[src/rtl/tex_quad_addr_gen.sv]
// Pipelined texture address generator: one beat (point) or four beats (bilinear) per request.
// Optional request/stall counters are built when TEX_QUAD_ADDR_GEN_STATS_EN is defined.
`timescale 1ns/1ps
module tex_quad_addr_gen #(
   parameter int COORD_W = 16,
   parameter int FRAC_W  = 4,
   parameter int ADDR_W  = 32
) (
   input  logic                      clk,
   input  logic                      rst,
   input  logic                      in_valid,
   output logic                      in_ready,
   input  logic [COORD_W+FRAC_W-1:0] in_u,
   input  logic [COORD_W+FRAC_W-1:0] in_v,
   input  logic [63:0]               in_texMeta,
   output logic                      out_valid,
   input  logic                      out_ready,
   output logic [ADDR_W-1:0]         out_address,
   output logic [3:0]                out_xTexel,
   output logic [3:0]                out_yTexel,
   output logic [1:0]                out_idx,
   output logic                      out_last,
   output logic [FRAC_W-1:0]         out_fracU,
   output logic [FRAC_W-1:0]         out_fracV,
   output logic                      out_err,
   output logic [31:0]               stat_reqs,
   output logic [31:0]               stat_stalls
);
   localparam int UV_W = COORD_W + FRAC_W;
   // wide enough for x0+1 and for the mirror period 2*size at exp=15
   localparam int WW = (COORD_W + 2 > 17) ? COORD_W + 2 : 17;

   typedef enum logic {IDLE, ISSUE} state_t;

   state_t                state_q;
   logic                  out_valid_q, out_last_q, out_err_q;
   logic [1:0]            out_idx_q;
   logic [ADDR_W-1:0]     out_address_q;
   logic [3:0]            out_x_q, out_y_q;
   logic [FRAC_W-1:0]     out_fu_q, out_fv_q;
   logic signed [WW-1:0]  x0_q, y0_q;
   logic [4:0]            fmt_q;
   logic [3:0]            we_q, he_q;
   logic [1:0]            wu_q, wv_q;
   logic                  bil_q;
   logic [ADDR_W-1:0]     base_q;

   logic signed [COORD_W-1:0] u_int, v_int;
   logic                  idle, load;
   logic signed [WW-1:0]  sx0, sy0, cx, cy;
   logic [4:0]            sfmt;
   logic [3:0]            swe, she;
   logic [1:0]            swu, swv, nidx;
   logic                  sbil, last_d;
   logic [ADDR_W-1:0]     sbase, addr_d;
   logic [15:0]           wx, wy;
   logic [ADDR_W:0]       off;
   logic                  unused_meta;

   function automatic logic [15:0] wrap_c(input logic signed [WW-1:0] c,
                                          input logic [3:0] e,
                                          input logic [1:0] m);
      logic signed [WW-1:0] sz, mk, r;
      sz = WW'(1) << e;
      mk = c & ((sz <<< 1) - WW'(1));
      unique case (m)
         2'b01:   r = c[WW-1] ? '0 : (c >= sz) ? sz - WW'(1) : c;
         2'b10:   r = (mk < sz) ? mk : (sz <<< 1) - WW'(1) - mk;
         default: r = c & (sz - WW'(1));
      endcase
      return r[15:0];
   endfunction

   function automatic logic [ADDR_W:0] rel_off(input logic [15:0] x,
                                               input logic [15:0] y,
                                               input logic [4:0]  f,
                                               input logic [3:0]  we);
      logic [ADDR_W-1:0] lin, cmp, til, o;
      logic [3:0]        cs, ts;
      logic [4:0]        sc;
      logic              er;
      cs  = (we >= 4'd2) ? we - 4'd2 : 4'd0;
      ts  = (we >= 4'd4) ? we - 4'd4 : 4'd0;
      lin = (ADDR_W'(y) << we) + ADDR_W'(x);
      cmp = (ADDR_W'(y >> 2) << cs) | ADDR_W'(x >> 2);
      til = (((ADDR_W'(y >> 4) << ts) | ADDR_W'(x >> 4)) << 8)
          | ADDR_W'({y[3:0], x[3:0]});
      o   = lin;
      sc  = 5'd0;
      er  = 1'b0;
      unique casez (f)
         5'b00000: sc = 5'd3;
         5'b00100: sc = 5'd4;
         5'b???01: sc = 5'd2;
         5'b00010: begin o = cmp; sc = 5'd8;  end
         5'b10010: begin o = cmp; sc = 5'd8;  end
         5'b00110: begin o = cmp; sc = 5'd16; end
         5'b00011: begin o = til; sc = 5'd3;  end
         5'b00111: begin o = til; sc = 5'd4;  end
         5'b01011: begin o = til; sc = 5'd2;  end
         5'b01111: begin o = til; sc = 5'd2;  end
         5'b10011: begin o = til; sc = 5'd1;  end
         5'b10111: begin o = til; sc = 5'd2;  end
         default:  er = 1'b1;
      endcase
      return {er, o * ADDR_W'(sc)};
   endfunction

   assign unused_meta = ^in_texMeta[31:18];
   assign u_int = in_u[UV_W-1:FRAC_W];
   assign v_int = in_v[UV_W-1:FRAC_W];
   assign idle  = (state_q == IDLE);
   assign in_ready = idle;

   // beat 0 is computed straight from the request port, later beats from the capture
   always_comb begin
      if (idle) begin
         sx0   = WW'(u_int);
         sy0   = WW'(v_int);
         sfmt  = in_texMeta[4:0];
         she   = in_texMeta[8:5];
         swe   = in_texMeta[12:9];
         swu   = in_texMeta[14:13];
         swv   = in_texMeta[16:15];
         sbil  = in_texMeta[17];
         sbase = ADDR_W'(in_texMeta[63:32]);
      end else begin
         sx0   = x0_q;
         sy0   = y0_q;
         sfmt  = fmt_q;
         she   = he_q;
         swe   = we_q;
         swu   = wu_q;
         swv   = wv_q;
         sbil  = bil_q;
         sbase = base_q;
      end
   end

   assign nidx   = idle ? 2'd0 : out_idx_q + 2'd1;
   assign cx     = sx0 + WW'(nidx[0]);
   assign cy     = sy0 + WW'(nidx[1]);
   assign wx     = wrap_c(cx, swe, swu);
   assign wy     = wrap_c(cy, she, swv);
   assign off    = rel_off(wx, wy, sfmt, swe);
   assign addr_d = sbase + off[ADDR_W-1:0];
   assign last_d = !sbil || (nidx == 2'd3);
   assign load   = idle ? in_valid : (out_ready && !out_last_q);

   always_ff @(posedge clk or posedge rst) begin
      if (rst) begin
         state_q       <= IDLE;
         out_valid_q   <= 1'b0;
         out_last_q    <= 1'b0;
         out_err_q     <= 1'b0;
         out_idx_q     <= '0;
         out_address_q <= '0;
         out_x_q       <= '0;
         out_y_q       <= '0;
         out_fu_q      <= '0;
         out_fv_q      <= '0;
         x0_q          <= '0;
         y0_q          <= '0;
         fmt_q         <= '0;
         we_q          <= '0;
         he_q          <= '0;
         wu_q          <= '0;
         wv_q          <= '0;
         bil_q         <= 1'b0;
         base_q        <= '0;
      end else begin
         unique case (state_q)
            IDLE: if (in_valid) begin
               x0_q        <= sx0;
               y0_q        <= sy0;
               fmt_q       <= sfmt;
               we_q        <= swe;
               he_q        <= she;
               wu_q        <= swu;
               wv_q        <= swv;
               bil_q       <= sbil;
               base_q      <= sbase;
               out_fu_q    <= in_u[FRAC_W-1:0];
               out_fv_q    <= in_v[FRAC_W-1:0];
               out_valid_q <= 1'b1;
               state_q     <= ISSUE;
            end
            ISSUE: if (out_ready && out_last_q) begin
               out_valid_q <= 1'b0;
               state_q     <= IDLE;
            end
         endcase
         if (load) begin
            out_address_q <= addr_d;
            out_x_q       <= wx[3:0];
            out_y_q       <= wy[3:0];
            out_idx_q     <= nidx;
            out_last_q    <= last_d;
            out_err_q     <= off[ADDR_W];
         end
      end
   end

   assign out_valid   = out_valid_q;
   assign out_address = out_address_q;
   assign out_xTexel  = out_x_q;
   assign out_yTexel  = out_y_q;
   assign out_idx     = out_idx_q;
   assign out_last    = out_last_q;
   assign out_fracU   = out_fu_q;
   assign out_fracV   = out_fv_q;
   assign out_err     = out_err_q;

`ifdef TEX_QUAD_ADDR_GEN_STATS_EN
   logic [31:0] reqs_q, stalls_q;

   always_ff @(posedge clk or posedge rst) begin
      if (rst) begin
         reqs_q   <= '0;
         stalls_q <= '0;
      end else begin
         if (in_valid && idle)
            reqs_q <= reqs_q + 32'd1;
         if (out_valid_q && !out_ready)
            stalls_q <= stalls_q + 32'd1;
      end
   end

   assign stat_reqs   = reqs_q;
   assign stat_stalls = stalls_q;
`else
   assign stat_reqs   = '0;
   assign stat_stalls = '0;
`endif

endmodule
[config.mk]
export PLATFORM = sky130hd
export DESIGN_NAME = tex_quad_addr_gen
export DESIGN_NICKNAME = d
export VERILOG_FILES = /design/src/rtl/tex_quad_addr_gen.sv
export SDC_FILE = /design/constraint.sdc
export NUM_CORES = 1
export LEC_CHECK = 0
export ABC_AREA = 1
export CORE_MARGIN = 2
export CORE_UTILIZATION = 40
export DETAILED_ROUTE_END_ITERATION = 12
export SLEW_MARGIN = 25
export SYNTH_ARGS = -nofsm -noshare
export SYNTH_HDL_FRONTEND = slang
export SYNTH_SLANG_ARGS = --single-unit
[constraint.sdc]
create_clock -name clk -period 13.9 [get_ports clk]
set_clock_uncertainty 0.15 [all_clocks]
set_input_delay 2.78 -clock clk [delete_from_list [all_inputs] [get_ports clk]]
set_output_delay 2.78 -clock clk [all_outputs]
set_load 0.01 [all_outputs]
==> Word-level counts from Yosys, hierarchy flattened <==
Cells that the tools add are included.
{ "op_classes": {"addsub": 15, "multipliers": 1, "order_cmp": 6, "n_eq_ne": 18, "shifts": 5, "mux": 30, "bitwise": 8, "n_reduce_logical": 15} }
{ "ops": {"columns": ["op", "count"], "rows": [
  ["$mux W16", 6],
  ["$pmux W16 S2", 2],
  ["$pmux W32 S2", 1],
  ["$add A18 B1 Y18", 2],
  ["$and A18 B18 Y18", 2],
  ["$ge A18 B18 Y1", 2],
  ["$lt A18 B18 Y1", 2],
  ["$mux W18", 2],
  ["$shl A1 B4 Y18 const A", 2],
  ["$sub A18 B2 Y18 const B", 2],
  ["$add A32 B16 Y32", 1],
  ["$add A32 B32 Y32", 1],
  ["$and A16 B16 Y16", 2],
  ["$mul A32 B5 Y32", 1],
  ["$mux W32", 1],
  ["$or A32 B14 Y32", 1],
  ["$or A32 B8 Y32", 1],
  ["$shl A14 B4 Y32", 1],
  ["$shl A16 B4 Y32", 1],
  ["$sub A16 B1 Y16 const B", 2],
  ["$sub A16 B16 Y16", 2],
  ["$sub A16 B2 Y16 const B", 2],
  ["$pmux W5 S6", 1],
  ["$or A24 B12 Y24", 1],
  ["30 further kinds", 57]
]} }
{ "totals": {"register_bits": 140, "in_bits": 108, "word_cells": 117} }

==> Logic depth before layout (Yosys ltp) <==
{ "logic_depth": {"depth_word": 13, "ltp_mapped": 84, "ltp_nobuf": 75} }

==> Worst setup path after synthesis <==
OpenSTA, ideal clock, no wires.
{ "synth_timing": {"path_kind": "input port to flip-flop", "from": "in in_texMeta[6]", "to": "reg out_address_q[30], in the netlist out_address[30]", "setup_time_ns": 0.124, "arrival_time_ns": 12.043, "t_required_ns": 13.626, "slack_ns": 1.583, "stages": 62, "cell_sequence": "inv_1 -> o21ai_2 -> nor2_1 -> nand2_1 -> ha_1 -> nand2_1 -> or2_0 -> and2_1 -> nand2_1 -> inv_1 -> ha_1 -> nand2_1 -> nor2_1 -> nand3_1 -> nand3_1 -> nand2_1 -> nand2_1 -> nand2_1 -> [... 26 more ...] -> fa_1 -> fa_1 -> inv_1 -> fa_1 -> inv_1 -> ha_1 -> nand2_1 -> o21ai_0 -> inv_1 -> o21ai_0 -> nand3_1 -> nand2_1 -> nand3_1 -> nand2_1 -> nand3_1 -> o21ai_0 -> or2_2 -> a21oi_1"} }
{ "synth_via": {"elab_chain_len": 13} }
{ "synth_lines": {"columns": ["item", "line_no", "rtl"], "rows": [
  ["start: declaration", "15", "input logic [63:0] in_texMeta,"],
  ["$mux W4 *", "117", "if (idle) begin"],
  ["$shl A1 B4 Y18 *", "64", "sz = WW'(1) << e;"],
  ["$sub A18 B2 Y18", "68", "2'b10: r = (mk < sz) ? mk : (sz <<< 1) - WW'(1) - mk;"],
  ["$and A18 B18 Y18", "65", "mk = c & ((sz <<< 1) - WW'(1));"],
  ["$sub A16 B16 Y16 / $lt A18 B18 Y1 (equally long branches)", "68", null],
  ["$mux W16", "68", null],
  ["$pmux W16 S2 *", "66", "unique case (m)"],
  ["branches (longest 3 deep; another with $add A32 B16 Y32)", null, null],
  ["$pmux W32 S2 *", "91", "unique casez (f)"],
  ["$mul A32 B5 Y32 *", "106", "return {er, o * ADDR_W'(sc)};"],
  ["$add A32 B32 Y32 *", "146", "assign addr_d = sbase + off[ADDR_W-1:0];"],
  ["end signal: assignment", "194", "out_address_q <= addr_d;"],
  ["end: declaration", "38", "logic [ADDR_W-1:0] out_address_q;"]
]} }
Mark *: on every way between the ends.
A chain may end at the register's enable or synchronous reset.

==> Final worst setup path <==
{ "layout_timing": {"from": "in in_v[4]", "to": "reg out_address_q[31], in the netlist out_address[31]"} }
{ "layout_via": {"elab_chain_len": 12} }
{ "layout_lines": {"columns": ["item", "line_no", "rtl"], "rows": [
  ["start: declaration", "14", "input logic [COORD_W+FRAC_W-1:0] in_v,"],
  ["$mux W18 *", "117", null],
  ["net sy0[0]", "50", "logic signed [WW-1:0] sx0, sy0, cx, cy;"],
  ["$add A18 B1 Y18 *", "142", "assign cy = sy0 + WW'(nidx[1]);"],
  ["$and A18 B18 Y18 / $ge A18 B18 Y1 (equally long branches)", "65, 67", null],
  ["$sub A16 B16 Y16, or another cell as far along", "68", null],
  ["$mux W16, on equally long branches", "68, 67", null],
  ["$pmux W16 S2 *", "66", null],
  ["branches (longest 3 deep; another with $add A32 B16 Y32)", null, null],
  ["$pmux W32 S2 *", "91", null],
  ["$mul A32 B5 Y32 *", "106", null],
  ["$add A32 B32 Y32 *", "146", null]
]} }
Mark *: on every way through the listed nets, which the timed path passes.

==> impl_metrics.tcl <==
set metrics [dict create \
    cts_buffers 17 \
    r2r.worst_path.cells 72 \
    cts_tree "built" \
    antenna_found_initial 0 \
    async_flop_share_pct 100 \
    die_w_um 229 \
    routedWlPerCell_um 17.1 \
    worst_r2r_endpoint "out_address[31]$_DFFE_PP0P_" \
    fillers 5185 \
    insertedDiodeCount 0 \
    cts.clk_slew.worst_paths_ps 70 \
    drt-initial-drc-count 1648 \
    grt_overflow 0 \
    synth_area_per_cell_sq_um 6.50 \
    via_per_inst 5.15 \
    finalSetupViolCount 0 \
    cp_num_buf_inv 16 \
    layout_common_cells "nand2_1 (745), inv_1 (410), buf_4 (354)" \
    crit_slowest_cell "clkdlybuf4s50_1" \
    layout-drive-gt1-share_pct 15.7 \
    fmax_mhz 76.3 \
    worstSetupStartpointType "input pin" \
    timing.rr.start "state_q$_DFF_PP0_" \
    slew_viol_final 0 \
    critPathTopFamily "simple AND/OR/NAND/NOR gates" \
    ys_types 71 \
    cts_hold_buf 0 \
    final_common_cell "nand2_1" \
    ios 226 \
    drt-pass1-iter-count 5 \
    crit_arrival_ps 13340 \
    yosys_warnings 0 \
    critPathRequiredTime_ps 14120 \
    htreeDepth 4 \
    multiInputGateArea_sq_mm 0.0144 \
    fp.dieArea_sq_mm 0.0523 \
    relSlewSlack_pct 36.6 \
    path_common_cell "nand2_1" \
    finalHoldViolCount 0 \
    synth_seq_cells 140 \
    wl_um 71800 \
    worst-setup-path-type "in -> reg" \
    clock_latency_ps 500 \
    grt_usage_pct 27.8 \
    fp-row-count 82 \
    portBuffers 147 \
    grt_pass1_wl_um 115000 \
    crit_path_end "out_address[31]$_DFFE_PP0P_" \
    ant_nets 0 \
    max_cap_violations 0 \
    drc 0 \
    initial_core_util_pct 40.4 \
    cts_num_sinks 140 \
    grt_max_degree 107 \
    postSynthCellCount 3107 \
    min_period_ps 13110 \
    cts_root_buffer "clkbuf_16" \
    layout_worst_path_cycle_share_pct 94.3 \
    synth-seq-area-share_pct 17.3 \
    tightest_slew_ps 951 \
    hold_class "reg -> reg" \
    reg2reg_slack_ps 2310 \
    end_kind "register" \
    ys.flop_type "dfrtp_1" \
    vias 21600 \
    syn_area_sq_mm 0.0202 \
    hpwlAfterDp_um 58400 \
    grt_pass1_vias 21100 \
    gp_congestion 0.977 \
    area_growth_pct 24.5 \
    worst-path-stages 69 \
    synth_edf_count 0 \
    crit_start "in_v[4]" \
    clockBufferDepth 2 \
    seq_area_sq_mm 0.00351 \
    chipHeight_um 229 \
    dp_cells 4161 \
    critPathMaxFanout 8 \
    final_cells 4195 \
    status "finished, final reports clean" \
    coreArea_sq_mm 0.0500 \
    final_net_count 3859 \
    cpPeakStageDelay_ps 550 \
]
-- through the flow --
stage	util, %	hold WS [ps]	setup TNS, ps	cell area (sq um)	worst slack [ps]
detailed placement	48.8	315	-1070	24400	-278
global route	50.3	351	-41.6	25200	-36.2
floorplan	-	291	0	20400	1580
finish	50.3	329	0	25200	788
CTS	50.0	333	0	25000	192
global placement	48.8	309	-518	24400	-200
-- routing by layer --
layer / vias to the layer above / part of all wire, % / wire, um / global-route usage, %
met5: - / 0 / 0 / 0
met4: 0 / 2.2 / 1560 / 7.31
met3: 82 / 5.1 / 3680 / 3.23
met2: 557 / 46 / 32800 / 45.7
met1: 10200 / 47 / 33700 / 38.6
li1: 10700 / - / - / -
-- kinds of logic after synthesis --
logic type / share of synthesized area [%]
DFF: 17.3
muxes: 0.799
AOI/OAI and AO/OA: 15.9
other: 0.0186
adders and majority gates: 19.2
and+or+nand+nor: 31.4
xor gates and xnor gates: 2.04
buffers and inverters: 13.3
-- flip-flops by register name, indices dropped and copies added (netlist names), 2 cells and up --
name         count
out_fracU        4
wv_q             2
fmt_q            5
out_address     32
out_idx          2
he_q             4
wu_q             2
out_fracV        4
y0_q            18
out_xTexel       4
we_q             4
base_q          32
x0_q            18
out_yTexel       4
-- worst min-delay path by stage --
stage,start,to,slack (ps),cells past startpoint
floorplan,x0_q[1]$_DFFE_PP0P_,x0_q[1]$_DFFE_PP0P_,290,2
detailed placement,out_address[3]$_DFFE_PP0P_,out_address[3]$_DFFE_PP0P_,310,2
global placement,x0_q[1]$_DFFE_PP0P_,x0_q[1]$_DFFE_PP0P_,310,2
finish,out_address[3]$_DFFE_PP0P_,out_address[3]$_DFFE_PP0P_,330,2
CTS,out_address[3]$_DFFE_PP0P_,out_address[3]$_DFFE_PP0P_,330,2
global route,out_address[3]$_DFFE_PP0P_,out_address[3]$_DFFE_PP0P_,350,2
-- tightest hold or removal path: cells and delay by family (launching register included) --
kind	cells	cell delay [ps]
flops	1	340
simple gates	2	110
-- timing repair --
item | in CTS | in global routing
gates resized for setup | 0 | 54
setup buffers | 0 | 2
setup endpoints to repair | 0 | 11
-- Yosys cell counts, types with 70 or more instances --
cell type	instances	area [sq um]
o21ai_0	332	1660
nand3_1	276	1380
nand2_1	752	2820
buf_4	70	526
clkbuf_1	75	282
fa_1	114	2280
inv_1	411	1540
dfrtp_1	140	3500
nor2_1	297	1110
ha_1	127	1590
a21oi_1	113	566
-- area by class of cell --
| type | count | share of cell area, % |
|---|---|---|
| well taps | 672 | 3.34 |
| clock buffers | 18 | 1.71 |
| multi-input cells | 2410 | 57.4 |
| flip-flops and latches | 140 | 13.9 |
| clock inverters | 14 | 0.632 |
| inverters | 440 | 6.60 |
| repair buffers | 501 | 16.4 |
Power is not shown: default switching activity piles up to over one toggle a cycle in this logic, so the estimate is an artifact.
